===== src/rtl/mem_resp_pkg.sv =====
// Shared types and defaults for the data-memory responder.
// Holds the FSM state encoding and the default geometry/timing.
package mem_resp_pkg;

    localparam int DEF_DEPTH_WORDS = 64;
    localparam int DEF_LATENCY     = 2;
    localparam int CNT_W           = 4;

    typedef enum logic [1:0] {
        IDLE = 2'd0,
        WAIT = 2'd1,
        RESP = 2'd2
    } state_t;

endpackage


===== src/rtl/mem_word_array.sv =====
// Word storage: synchronous write, registered read.
// Contents are never cleared by reset.
module mem_word_array #(
    parameter int DEPTH_WORDS = 64,
    parameter int AW          = $clog2(DEPTH_WORDS)
) (
    input  logic          clk,
    input  logic          i_we,
    input  logic          i_re,
    input  logic [AW-1:0] i_addr,
    input  logic [31:0]   i_wdata,
    output logic [31:0]   o_rdata
);

    logic [31:0] r_mem [DEPTH_WORDS];
    logic [31:0] r_rdata;

    always_ff @(posedge clk) begin
        if (i_we) begin
            r_mem[i_addr] <= i_wdata;
        end
        if (i_re) begin
            r_rdata <= r_mem[i_addr];
        end
    end

    assign o_rdata = r_rdata;

endmodule


===== src/rtl/data_mem_responder.sv =====
// Fixed-latency data-memory responder for a pipelined RISC-V core.
// One outstanding request; misaligned accesses answer with an error.
module data_mem_responder
    import mem_resp_pkg::*;
#(
    parameter int DEPTH_WORDS = DEF_DEPTH_WORDS,
    parameter int LATENCY     = DEF_LATENCY
) (
    input  logic        clk,
    input  logic        reset,
    input  logic        req_valid,
    input  logic        MemWrite,
    input  logic [31:0] Addr,
    input  logic [31:0] WriteData,
    output logic [31:0] ReadData,
    output logic        resp_valid,
    output logic        busy,
    output logic        misalign_err
);

    localparam int AW = $clog2(DEPTH_WORDS);
    localparam logic [CNT_W-1:0] CNT_LOAD = CNT_W'(LATENCY - 1);

    state_t           r_state;
    state_t           w_next;
    logic [CNT_W-1:0] r_cnt;
    logic [CNT_W-1:0] w_cnt_next;
    logic             r_we;
    logic [AW+1:0]    r_addr;
    logic [31:0]      r_wdata;

    logic             w_mis;
    logic             w_fire;
    logic             w_arr_we;
    logic             w_arr_re;
    logic [31:0]      w_rdata;
    logic             w_unused_addr;

    // Upper address bits are dropped so accesses wrap on the array size.
    assign w_unused_addr = &{1'b0, Addr[31:AW+2]};

    always_ff @(posedge clk) begin
        if (reset) begin
            r_state <= IDLE;
            r_cnt   <= '0;
            r_we    <= 1'b0;
            r_addr  <= '0;
            r_wdata <= '0;
        end else begin
            r_state <= w_next;
            r_cnt   <= w_cnt_next;
            if (r_state == IDLE && req_valid) begin
                r_we    <= MemWrite;
                r_addr  <= Addr[AW+1:0];
                r_wdata <= WriteData;
            end
        end
    end

    always_comb begin
        w_next     = r_state;
        w_cnt_next = r_cnt;
        unique case (r_state)
            IDLE: begin
                if (req_valid) begin
                    w_next     = WAIT;
                    w_cnt_next = CNT_LOAD;
                end
            end
            WAIT: begin
                if (r_cnt == '0) begin
                    w_next = RESP;
                end else begin
                    w_cnt_next = r_cnt - 1'b1;
                end
            end
            RESP: begin
                w_next = IDLE;
            end
            default: begin
                w_next = IDLE;
            end
        endcase
    end

    assign w_mis    = (r_addr[1:0] != 2'b00);
    // The edge that leaves the last WAIT cycle performs the array access.
    assign w_fire   = (r_state == WAIT) && (r_cnt == '0) && !reset;
    assign w_arr_we = w_fire && r_we && !w_mis;
    assign w_arr_re = w_fire && !r_we && !w_mis;

    mem_word_array #(
        .DEPTH_WORDS (DEPTH_WORDS),
        .AW          (AW)
    ) u_array (
        .clk     (clk),
        .i_we    (w_arr_we),
        .i_re    (w_arr_re),
        .i_addr  (r_addr[AW+1:2]),
        .i_wdata (r_wdata),
        .o_rdata (w_rdata)
    );

    assign busy         = (r_state == WAIT);
    assign resp_valid   = (r_state == RESP);
    assign misalign_err = resp_valid && w_mis;
    assign ReadData     = (resp_valid && !r_we && !w_mis) ? w_rdata : 32'd0;

endmodule

===== config.mk =====
export PLATFORM = sky130hd
export DESIGN_NAME = data_mem_responder
export DESIGN_NICKNAME = d
export VERILOG_FILES = /design/src/rtl/mem_resp_pkg.sv /design/src/rtl/mem_word_array.sv /design/src/rtl/data_mem_responder.sv
export SDC_FILE = /design/constraint.sdc
export NUM_CORES = 2
export LEC_CHECK = 0
export ABC_AREA = 0
export CORE_ASPECT_RATIO = 0.6
export CORE_MARGIN = 5
export CORE_UTILIZATION = 35
export CTS_BUF_LIST = sky130_fd_sc_hd__clkbuf_4
export DETAILED_ROUTE_END_ITERATION = 16
export SKIP_LAST_GASP = 1
export SLEW_MARGIN = 30
export SYNTH_ARGS = -nofsm -noshare
export SYNTH_HDL_FRONTEND = slang
export SYNTH_SLANG_ARGS = --single-unit

===== constraint.sdc =====
create_clock -name clk -period 5.3 [get_ports clk]
set_clock_uncertainty 0.05 [all_clocks]
set_input_delay 1.325 -clock clk [delete_from_list [all_inputs] [get_ports clk]]
set_output_delay 1.325 -clock clk [all_outputs]
set_load 0.05 [all_outputs]

==> flow_metrics.env <==
export IMPL_die_w_um=630.1
export IMPL_gr_total_overflow=0
export IMPL_drv_cap=0
export IMPL_cts_buffers=460
export IMPL_synthArstFlopShare_pct=0
export IMPL_final_common_cell="edfxtp_1"
export IMPL_antenna_found_initial=7
export IMPL_path_delay_family="buffers and inverters"
export IMPL_required_ns=3.92
export IMPL_min_path_type="input port to flop"
export IMPL_p_seq_share_pct=55.6
export IMPL_avgSynthCellArea_sq_um=17.40
export IMPL_drive_above_1_share_pct=23.53
export IMPL_grt_usage_pct=18.97
export IMPL_ant_nets=0
export IMPL_synthFlopType="edfxtp_1"
export IMPL_wl_per_cell_um=28.17
export IMPL_synth_warnings=0
export IMPL_num_rows=136
export IMPL_gp_congestion=0.8133
export IMPL_seq_area_frac_synth_pct=78.51
export IMPL_report_final_slew_viol_count=0
export IMPL_status="complete, no violations"
export IMPL_wl_um=237900
export IMPL_cts_root_buf="clkbuf_4"
export IMPL_cts_tree="built"
export IMPL_numClockSinks=2127
export IMPL_cts_resized=0
export IMPL_crit_path_top_delay_cell="clkdlybuf4s50_1"
export IMPL_layout_min_cycle_time_ns=4.976
export IMPL_pwr_share_clk_pct=37.5
export IMPL_worst_setup_path_type="flop to primary output"
export IMPL_routed_via_count=48460
export IMPL_p_per_area_nw_per_um2=363.4
export IMPL_post_route_util_pct=40.34
export IMPL_endpoint_kind="primary output"
export IMPL_ir_worst_vdd_mv=0.2723
export IMPL_crit_chain="nand2b_1 -> nor4_2 -> buf_4 -> and2_1 -> clkdlybuf4s50_1"
export IMPL_via_per_inst=5.740
export IMPL_worstMarginPinSlew_ns=0.9738
export IMPL_timing_fmax_mhz=201.0
export IMPL_cp_max_fo=32
export IMPL_final_cell_mix="edfxtp_1 (2080), clkbuf_4 (686), a221oi_1 (331), a22oi_1 (267), buf_4 (199)"
export IMPL_initial_core_util_pct=35.23
export IMPL_slowest_delay_ns=0.88
export IMPL_finalHoldViolations=0
export IMPL_core_area_sq_um=229200
export IMPL_clk_pin_slew_ns=0.08
export IMPL_io_buffers=78
export IMPL_cts_setup_buffers=0
export IMPL_post_synth_instance_area_sq_um=80760
export IMPL_power_leakage_nw=30.08
export IMPL_ys_seq_elements=2127
export IMPL_grt_pass1_vias=46900
export IMPL_grt_max_degree=100
export IMPL_final_nets=5126
export IMPL_grt_pass1_wl_um=337500
export IMPL_cp_num_buf_inv=2
export IMPL_switching_share_pct=24.26
export IMPL_p_int_mw=25.45
export IMPL_clk_latency_ns=1.25
export IMPL_hpwl_um=139300
export IMPL_cts_buffer_depth=4
export IMPL_cp_start_kind="flop"
export IMPL_post_route_period_util_pct=93.89
export IMPL_drc_errors=0
export IMPL_drt_initial_drc_count=6973
export IMPL_synthDistinctLibCells=61
export IMPL_worstPathArrival_ns=3.60
export IMPL_first_pass_iters=9
export IMPL_io_pins=103
export IMPL_ctsHtreeMaxLevel=5
export IMPL_synth_nets=4711
export IMPL_synthCells=4642
export IMPL_switchingPower_mw=8.153
export IMPL_dieArea_sq_um=240800
export IMPL_synth_edff_count=2080
export IMPL_setup_viol=0
export IMPL_cts_hold_buf=0
export IMPL_max_slew_margin_pct=35.08
export IMPL_p_comb_share_pct=6.8
export IMPL_rsz0062_at_grt="false"
export IMPL_fin_setup_tns_ns=0
export IMPL_area_growth_pct=14.50
export IMPL_die_h_um=382.1
-- power by group through the flow --
stage          Sequential [mW]  Clock [mW]  Combinational, mW
2_1_floorplan             19.1           0               1.19
3_3_place_gp              19.1           0               2.25
3_5_place_dp              19.1           0               2.28
4_1_cts                   18.7        12.8               2.28
5_1_grt                   18.7        13.7               2.42
6_report                  18.7        12.6               2.30
-- metrics by stage --
stage	hold slack (ns)	cell area (sq um)	power, mW	instances	worst slack, ns
after floorplan	0.3994	80760	20.30	4642	1.116
after global placement	0.3971	86580	21.32	7630	0.9487
after detailed placement	0.3960	86590	21.36	7630	0.8407
after CTS	0.1347	92420	33.81	8436	0.08181
after global routing	0.1888	92460	34.84	8438	0.01774
final	0.2530	92470	33.60	8442	0.3237
-- path summary, 6_finish.rpt --
path | from | endpoint | slack (ns) | depth (start not counted)
setup / recovery | r_state[0] | ReadData[28] | 0.32 | 5
hold / removal | reset | r_state[1] | 0.25 | 2
setup reg to reg | r_addr[4] | u_array.o_rdata[18] | 1.39 | 7
hold reg to reg | r_wdata[27] | r_wdata[27] | 0.41 | 2
-- final cells by class --
cell class | count | area, sq um
Sequential cell | 2127 | 63470
Multi-Input combinational cell | 2146 | 16290
Timing Repair Buffer | 315 | 3038
Fill cell | 20670 | 136700
Antenna cell | 5 | 12.51
Tap cell | 3036 | 3799
Inverter | 7 | 31.28
Clock inverter | 120 | 675.6
Clock buffer | 686 | 5150
-- sequential cells by signal (all words and copies together) (netlist names) --
name             flops
r_state              2
u_array.o_rdata     32
r_wdata             32
r_addr               8
u_array.r_mem     2048
r_we                 1
r_cnt                4
-- cells in the mapped netlist, types with 4 or more instances --
| cell | n | area share [%] |
|---|---|---|
| buf_2 | 98 | 0.61 |
| or3_1 | 7 | 0.054 |
| buf_6 | 14 | 0.20 |
| and2_1 | 38 | 0.29 |
| nand2_1 | 172 | 0.80 |
| nor2b_1 | 6 | 0.046 |
| o211ai_1 | 51 | 0.47 |
| a22oi_1 | 267 | 2.5 |
| o21a_1 | 13 | 0.12 |
| or4_1 | 24 | 0.22 |
| a221o_1 | 14 | 0.17 |
| o221ai_1 | 20 | 0.22 |
| o311ai_0 | 14 | 0.15 |
| o22ai_1 | 101 | 0.78 |
| a22o_1 | 50 | 0.54 |
| a211o_1 | 13 | 0.14 |
| a31o_2 | 12 | 0.13 |
| o2111ai_1 | 5 | 0.054 |
| a221oi_1 | 331 | 3.6 |
| a222oi_1 | 51 | 0.63 |
| dfxtp_1 | 47 | 1.2 |
| a32oi_1 | 4 | 0.043 |
| a221oi_2 | 9 | 0.17 |
| buf_1 | 36 | 0.17 |
| mux2i_1 | 134 | 1.7 |
| nor3_1 | 12 | 0.074 |
| buf_4 | 16 | 0.15 |
| a21oi_1 | 164 | 1.0 |
| edfxtp_1 | 2080 | 77 |
| inv_1 | 6 | 0.028 |
| clkbuf_1 | 197 | 0.92 |
| nand3_1 | 11 | 0.068 |
| nor4_1 | 16 | 0.12 |
| nand2b_1 | 8 | 0.062 |
| mux4_2 | 30 | 0.84 |
| nor2_1 | 244 | 1.1 |
| o21ai_1 | 22 | 0.14 |
| o32ai_1 | 15 | 0.16 |
| o21ai_0 | 100 | 0.62 |
| a211oi_1 | 21 | 0.20 |
| mux2_2 | 135 | 1.9 |
-- kinds of logic after synthesis --
logic type	Yosys count	share of synthesized area (%)
compound gates	1288	11.95
xor+xnor	1	0.01085
simple gates	557	3.068
mux	299	4.380
fa+ha+maj	1	0.01549
flops	2127	78.51
buf+inv	369	2.073
-- routing by layer --
layer | vias up | wire length [um] | track usage [%]
li1 | 20380 | - | -
met1 | 24760 | 105700 | 29.08
met2 | 2943 | 100100 | 26.61
met3 | 373 | 26000 | 4.580
met4 | 4 | 6091 | 5.439
met5 | - | 27 | 0
No activity file was read; power rests on OpenSTA's default activity.
